### config.mk
export PLATFORM = sky130hd
export DESIGN_NAME = debounced_onehot_encoder
export DESIGN_NICKNAME = d
export VERILOG_FILES = /design/src/rtl/enc_pkg.sv /design/src/rtl/switch_synchronizer.sv /design/src/rtl/debounced_onehot_encoder.sv
export SDC_FILE = /design/constraint.sdc
export NUM_CORES = 1
export LEC_CHECK = 0
export BUFFER_PORTS_ARGS = -buffer_cell sky130_fd_sc_hd__buf_2
export CAP_MARGIN = 20
export CORE_MARGIN = 2
export CORE_UTILIZATION = 58
export CTS_CLUSTER_DIAMETER = 80
export DETAILED_ROUTE_END_ITERATION = 8
export PLACE_DENSITY = 0.86
export SLEW_MARGIN = 5
export SYNTH_ARGS = -nofsm -noshare
export SYNTH_HDL_FRONTEND = slang
export SYNTH_SLANG_ARGS = --single-unit
### constraint.sdc
create_clock -name clk -period 3 [get_ports clk]
set_clock_uncertainty 0.2 [all_clocks]
set_input_delay 0.15 -clock clk [delete_from_list [all_inputs] [get_ports clk]]
set_output_delay 0.15 -clock clk [all_outputs]
set_load 0.01 [all_outputs]
### src/rtl/enc_pkg.sv
// Shared types and helpers for the debounced switch encoder.
// The helpers work on a fixed-width vector. Callers zero-extend narrower switch vectors to that width.
package enc_pkg;

    typedef enum logic [2:0] {
        IDLE    = 3'd0,
        SETTLE  = 3'd1,
        PRESSED = 3'd2,
        REL_DEB = 3'd3,
        ERROR   = 3'd4
    } enc_state_e;

    localparam int MODE_STRICT   = 0;
    localparam int MODE_PRIORITY = 1;

    // Upper bound on N_SW supported by the helpers below.
    localparam int MAX_SW  = 64;
    localparam int INDEX_W = 7;

    function automatic logic [INDEX_W-1:0] lowest_index(input logic [MAX_SW-1:0] vec);
        logic [INDEX_W-1:0] idx;
        logic               found;
        idx   = 7'd0;
        found = 1'b0;
        for (int i = 0; i < MAX_SW; i++) begin
            if (vec[i] && !found) begin
                idx   = INDEX_W'(i);
                found = 1'b1;
            end
        end
        return idx;
    endfunction

    function automatic logic is_onehot(input logic [MAX_SW-1:0] vec);
        return (vec != {MAX_SW{1'b0}}) && ((vec & (vec - 64'd1)) == {MAX_SW{1'b0}});
    endfunction

endpackage

### src/rtl/switch_synchronizer.sv
// Per-bit flop chain that brings raw asynchronous switch levels into the clk domain.
module switch_synchronizer #(
    parameter int WIDTH  = 1,
    parameter int STAGES = 2
) (
    input  logic             clk,
    input  logic             rst_n,
    input  logic [WIDTH-1:0] raw,
    output logic [WIDTH-1:0] synced
);

    logic [WIDTH-1:0] stage_r [STAGES];

    // Shift the raw levels through the synchroniser chain.
    always_ff @(posedge clk or negedge rst_n) begin
        if (!rst_n) begin
            for (int i = 0; i < STAGES; i++) begin
                stage_r[i] <= '0;
            end
        end else begin
            stage_r[0] <= raw;
            for (int i = 1; i < STAGES; i++) begin
                stage_r[i] <= stage_r[i-1];
            end
        end
    end

    assign synced = stage_r[STAGES-1];

endmodule

### src/rtl/debounced_onehot_encoder.sv
// Synchronises and debounces switch inputs, then encodes the accepted pattern.
// Outputs are registered codes plus press/release event pulses.
module debounced_onehot_encoder
    import enc_pkg::*;
#(
    parameter int N_SW        = 10,
    parameter int CODE_W      = 4,
    parameter int SYNC_STAGES = 2,
    parameter int DEB_CYCLES  = 4,
    parameter int MODE        = 0
) (
    input  logic              clk,
    input  logic              rst_n,
    input  logic [N_SW-1:0]   switch,
    output logic [CODE_W-1:0] code,
    output logic              valid,
    output logic              idle,
    output logic              multi_err,
    output logic              press_pulse,
    output logic              release_pulse
);

    localparam int              CNT_W      = $clog2(DEB_CYCLES) + 1;
    localparam logic [CNT_W-1:0] CNT_ONE    = CNT_W'(1);
    localparam logic [CNT_W-1:0] CNT_ACCEPT = CNT_W'(DEB_CYCLES - 1);
    localparam logic [CNT_W-1:0] CNT_MAX    = {CNT_W{1'b1}};

    logic [N_SW-1:0]    sync_s;
    logic [N_SW-1:0]    cand_r;
    logic [N_SW-1:0]    acc_r;
    logic [CNT_W-1:0]   cnt_r;
    enc_state_e         state_r;

    logic [MAX_SW-1:0]  cand_ext_s;
    logic [INDEX_W-1:0] low_idx_s;
    logic [CODE_W-1:0]  cand_code_s;
    logic               cand_zero_s;
    logic               cand_legal_s;

    switch_synchronizer #(
        .WIDTH  (N_SW),
        .STAGES (SYNC_STAGES)
    ) u_sync (
        .clk    (clk),
        .rst_n  (rst_n),
        .raw    (switch),
        .synced (sync_s)
    );

    // Classify the candidate pattern. The candidate equals the synchronised vector whenever it is accepted.
    always_comb begin
        cand_ext_s  = MAX_SW'(cand_r);
        low_idx_s   = lowest_index(cand_ext_s);
        cand_code_s = CODE_W'(low_idx_s);
        cand_zero_s = (cand_r == {N_SW{1'b0}});
        if (MODE == MODE_PRIORITY) begin
            cand_legal_s = !cand_zero_s;
        end else begin
            cand_legal_s = is_onehot(cand_ext_s);
        end
    end

    // Debounce FSM with registered outputs. Pulses default low and fire only on an accept edge.
    always_ff @(posedge clk or negedge rst_n) begin
        if (!rst_n) begin
            state_r       <= IDLE;
            cand_r        <= '0;
            acc_r         <= '0;
            cnt_r         <= '0;
            code          <= '0;
            valid         <= 1'b0;
            idle          <= 1'b1;
            multi_err     <= 1'b0;
            press_pulse   <= 1'b0;
            release_pulse <= 1'b0;
        end else begin
            press_pulse   <= 1'b0;
            release_pulse <= 1'b0;
            case (state_r)
                IDLE, PRESSED, ERROR: begin
                    if (sync_s != acc_r) begin
                        cand_r  <= sync_s;
                        cnt_r   <= CNT_ONE;
                        state_r <= (state_r == PRESSED) ? REL_DEB : SETTLE;
                    end
                end
                SETTLE, REL_DEB: begin
                    if (sync_s == acc_r) begin
                        // Glitch back to the stable pattern: resume the prior state silently.
                        cnt_r <= '0;
                        if (state_r == REL_DEB) begin
                            state_r <= PRESSED;
                        end else if (acc_r == {N_SW{1'b0}}) begin
                            state_r <= IDLE;
                        end else begin
                            state_r <= ERROR;
                        end
                    end else if (sync_s != cand_r) begin
                        cand_r <= sync_s;
                        cnt_r  <= CNT_ONE;
                    end else if (cnt_r == CNT_ACCEPT) begin
                        acc_r         <= cand_r;
                        cnt_r         <= '0;
                        release_pulse <= (state_r == REL_DEB);
                        if (cand_zero_s) begin
                            state_r   <= IDLE;
                            code      <= '0;
                            valid     <= 1'b0;
                            idle      <= 1'b1;
                            multi_err <= 1'b0;
                        end else if (cand_legal_s) begin
                            state_r     <= PRESSED;
                            code        <= cand_code_s;
                            valid       <= 1'b1;
                            idle        <= 1'b0;
                            multi_err   <= 1'b0;
                            press_pulse <= 1'b1;
                        end else begin
                            state_r   <= ERROR;
                            code      <= '0;
                            valid     <= 1'b0;
                            idle      <= 1'b0;
                            multi_err <= 1'b1;
                        end
                    end else if (cnt_r != CNT_MAX) begin
                        cnt_r <= cnt_r + CNT_ONE;
                    end
                end
                default: begin
                    state_r   <= IDLE;
                    acc_r     <= '0;
                    cnt_r     <= '0;
                    code      <= '0;
                    valid     <= 1'b0;
                    idle      <= 1'b1;
                    multi_err <= 1'b0;
                end
            endcase
        end
    end

endmodule
==> implementation parameters <==
Parameter                              Value

GRT
  Total congestion overflow after global routing ... 0
  Wire length of the first global-routing pass ... slightly below 8000 um
  Initial antenna violation count ... 0
  Overall routing resource usage ... 0.213
  Maximum number of pins on one net before global-route repair ... 56
  Via count of the first global-routing pass ... 1638

STA
  Post-route fraction of the period consumed by the critical path ... 0.858
  Number of hold violations in the final report ... 0
  Slew HR ... 0.566
  Setup tns final ... 0 ps
  Final setup violation count ... 0
  Worst setup slack after layout ... 427 ps
  Slew at the pin closest to its max-slew limit ... 651 ps
  Final critical-path required period ... 2570 ps
  Setup repair after global routing missed its margin ... no
  Final count of pins violating max slew ... 0
  Fmax ... roughly 400 MHz

Clock tree
  Buffer depth of the longest clock path ... 2
  Clock transition at path regs ... about 100 ps
  Total number of H-tree levels ... 2
  Clock tree from TritonCTS ... yes
  Total clock sinks ... 55
  Clock Latency Late Sink ... slightly above 300 ps
  CTS Root Buffer Type ... sky130_fd_sc_hd__clkbuf_8
  Cts bufs inserted ... 5

Critical path
  Kind of start point of the critical path ... flop
  Worst path bufs/invs ... 0
  Start point of the critical path ... cand_r[8]$_DFFE_PN0P_
  Highest cell delay on the worst timing path ... 550 ps
  Crit-path slowest cell ... sky130_fd_sc_hd__nor4_2
  Critical path start-end classification ... reg -> reg
  Maximum fanout along the worst path ... 15
  Required @ worst endpoint ... between 3000 and 4000 ps
  Worst endpoint data arrival time ... between 2000 and 3000 ps
  Number of logic stages on the critical path including buffering ... 5
  Capturing element of the worst setup path ... valid$_DFFE_PN0P_
  Worst Setup End Kind ... flop
  Internal reg-to-reg setup slack ... around 430 ps
  RR Endpoint ... valid$_DFFE_PN0P_
  R2r worst-path depth ... 5
  Top cell family by delay on the critical path ... simple AND/OR/NAND/NOR gates
  Worst path cell trace ... xor2_1 -> nor4_2 -> nand4_1 -> o21a_1 -> a22o_1
  Startpoint of the most critical register-to-register path ... cand_r[8]$_DFFE_PN0P_

Placed design
  Instance area after placement ... 2590 sq um
  Detailed-placement wirelength estimate ... 3240 um
  Port Buffers ... 20
  Worst-case setup slack after placement ... 409 ps
  GPL Wtd Cong ... 0.930

Detailed routing
  Initial drt markers ... 125
  Routed via count divided by cell count ... around 5.9
  DR DRC count ... 0
  Total wirelength of the detailed-routed design ... 4640 um
  Post-route antenna net violation count ... 0
  Vias after detailed routing ... 1693
  Pre-Repair DR Iteration Count ... 4
  Post-detailed-route wirelength per cell ... 16.1 um

Synth
  Top post-synthesis cells by count ... sky130_fd_sc_hd__dfrtp_1, sky130_fd_sc_hd__xor2_1, sky130_fd_sc_hd__nor2_1
  Mean instance size in the synthesized netlist ... 11.7 sq um
  Asr flop ratio synth ... 1.00
  Library cell with the highest instance count after synthesis ... sky130_fd_sc_hd__dfrtp_1
  Cell type with the highest aggregate area in the netlist ... sky130_fd_sc_hd__dfrtp_1
  Yosys Warn Count ... 0
  Post-synthesis register bit count ... 55
  Number of distinct standard cells referenced by the synthesized netlist ... 52
  Most area-consuming cells after synthesis ... sky130_fd_sc_hd__dfrtp_1, sky130_fd_sc_hd__xor2_1, sky130_fd_sc_hd__mux2_2
  Post-synth design cell area ... 2490 sq um
  Post-synth net total ... 226
  Number of enable-type register cells in the synthesized netlist ... 0
  Top cell type's share of synthesized area ... 0.542
  Post-synthesis sequential area ratio ... 0.552
  Synthesized netlist cell count ... 213
  Primary FF master, synth ... sky130_fd_sc_hd__dfrtp_1

Hold path
  Start point of the worst min-delay path ... u_sync.stage_r[16]$_DFF_PN0_
  Class of the tightest hold or removal check ... reg -> reg

Layout
  FF/Latch Area ... 1380 sq um
  Fraction of final layout cells with drive strength greater than 1 ... 0.210
  Antenna fix cells ... 0
  Count of nets after finishing ... 250
  Final std cell area, no fill ... 2790 sq um
  Area growth syn-to-layout ... 11.7%
  Area of the multi-input gates ... 1020 sq um
  Number of filler cells placed in the layout ... 297

Pwr
  Lkg Pwr ... 1.29 nW
  Maximum vdd drop ... between 0.0003 and 0.0004 V
  Power per Cell Area ... 454 nW/um^2
  Overall power ... around 1.3 mW

Floorplan
  Starting utilization of the core area ... 0.615
  IO Pins ... 21
  Chip Height ... just under 70 um
  DIE AREA ... between 4000 and 5000 sq um
  Die span in x ... 69.6 um
  Placement row count ... 23
  Placeable Area ... 4060 sq um

Status
  Outcome ... complete, no violations

Job
  Number of max-capacitance violations reported ... 0
-- timing repair --
item,in CTS,in global routing
setup endpoints to repair,0,0
hold buffers,11,0
gates resized for setup,0,0
endpoints found under the hold margin,64,0
buffers inserted,0,0
-- cells in the final DEF, fill, tap and decap left out, types with 3 or more instances in the layout --
cell                            synthesis  routed
sky130_fd_sc_hd__or2_2                  3       3
sky130_fd_sc_hd__nand2_1                7       7
sky130_fd_sc_hd__dfrtp_1               54      54
sky130_fd_sc_hd__buf_2                  4      20
sky130_fd_sc_hd__a22o_1                11      11
sky130_fd_sc_hd__nor3_1                 3       3
sky130_fd_sc_hd__a211o_1                3       3
sky130_fd_sc_hd__a21oi_1                7       7
sky130_fd_sc_hd__o31ai_1                3       3
sky130_fd_sc_hd__a211oi_1               3       3
sky130_fd_sc_hd__nand4_1                5       5
sky130_fd_sc_hd__mux2_2                10      10
sky130_fd_sc_hd__inv_1                  6       6
sky130_fd_sc_hd__o21ai_0                3       3
sky130_fd_sc_hd__clkbuf_8               0       5
sky130_fd_sc_hd__nor4_2                 3       3
sky130_fd_sc_hd__and3_1                 3       3
sky130_fd_sc_hd__dlygate4sd3_1          0      11
sky130_fd_sc_hd__nor2_1                12      12
sky130_fd_sc_hd__xor2_1                20      20
-- flip-flops by register name (all words and copies together), names as in the netlist, 3 cells and up --
register and count:
acc_r 10, cand_r 10, cnt_r 3, code 4, state_r 3, u_sync.stage_r 10
u_sync.synced 10
-- how the worst min path moves through the flow --
stage,cells past startpoint,to
after floorplan,0,acc_r[0]$_DFFE_PN0P_
after global placement,1,u_sync.stage_r[11]$_DFF_PN0_
after detailed placement,1,u_sync.stage_r[11]$_DFF_PN0_
after CTS,0,u_sync.synced[8]$_DFF_PN0_
after global routing,0,u_sync.synced[8]$_DFF_PN0_
final,0,u_sync.synced[6]$_DFF_PN0_
-- area by class of cell --
type	instances	area share
clock inverters	2	0.00449
multi-input cells	137	0.366
inverters	6	0.00808
flip-flops and latches	55	0.494
repair buffers	32	0.0781
well taps	50	0.0225
clock buffers	6	0.0260
-- kinds of logic after synthesis --
group / after synthesis / synth area share
AOI/OAI and AO/OA: 50 / 0.152
xor gates and xnor gates: 20 / 0.0702
adders and majority gates: 1 / 0.00502
buffers and inverters: 21 / 0.0381
DFF: 55 / 0.552
muxes: 11 / 0.0492
and+or+nand+nor: 55 / 0.133
-- per-layer routing --
layer | GRT usage | up-vias | part of all wire
li1 | - | 822 | -
met1 | 0.284 | 825 | 0.47
met2 | 0.332 | 38 | 0.46
met3 | 0.0552 | 8 | 0.045
met4 | 0.0893 | 0 | 0.017
met5 | 0 | - | 0
-- report_power, final --
group	internal (mW)	leakage, nW	switching [mW]	total (mW)
logic	0.0393	0.559	0.0423	0.0816
registers	0.761	0.685	0.0283	0.790
clock network	0.164	0.0412	0.230	0.394
-- stage by stage --
step	hold WS, ps	util	std cells
2_1_floorplan	-346	-	213
5_1_grt	163	0.687	288
3_5_place_dp	59.3	0.639	269
6_report	149	0.687	288
3_3_place_gp	58.3	0.639	269
4_1_cts	156	0.687	288
-- worst register-to-register path, cell delays in order, from the launching register on --
cell and delay (ps):
sky130_fd_sc_hd__dfrtp_1 500, sky130_fd_sc_hd__xor2_1 210, sky130_fd_sc_hd__nor4_2 550, sky130_fd_sc_hd__nand4_1 270
sky130_fd_sc_hd__o21a_1 440, sky130_fd_sc_hd__a22o_1 310
(Power assumes the default switching activity.)
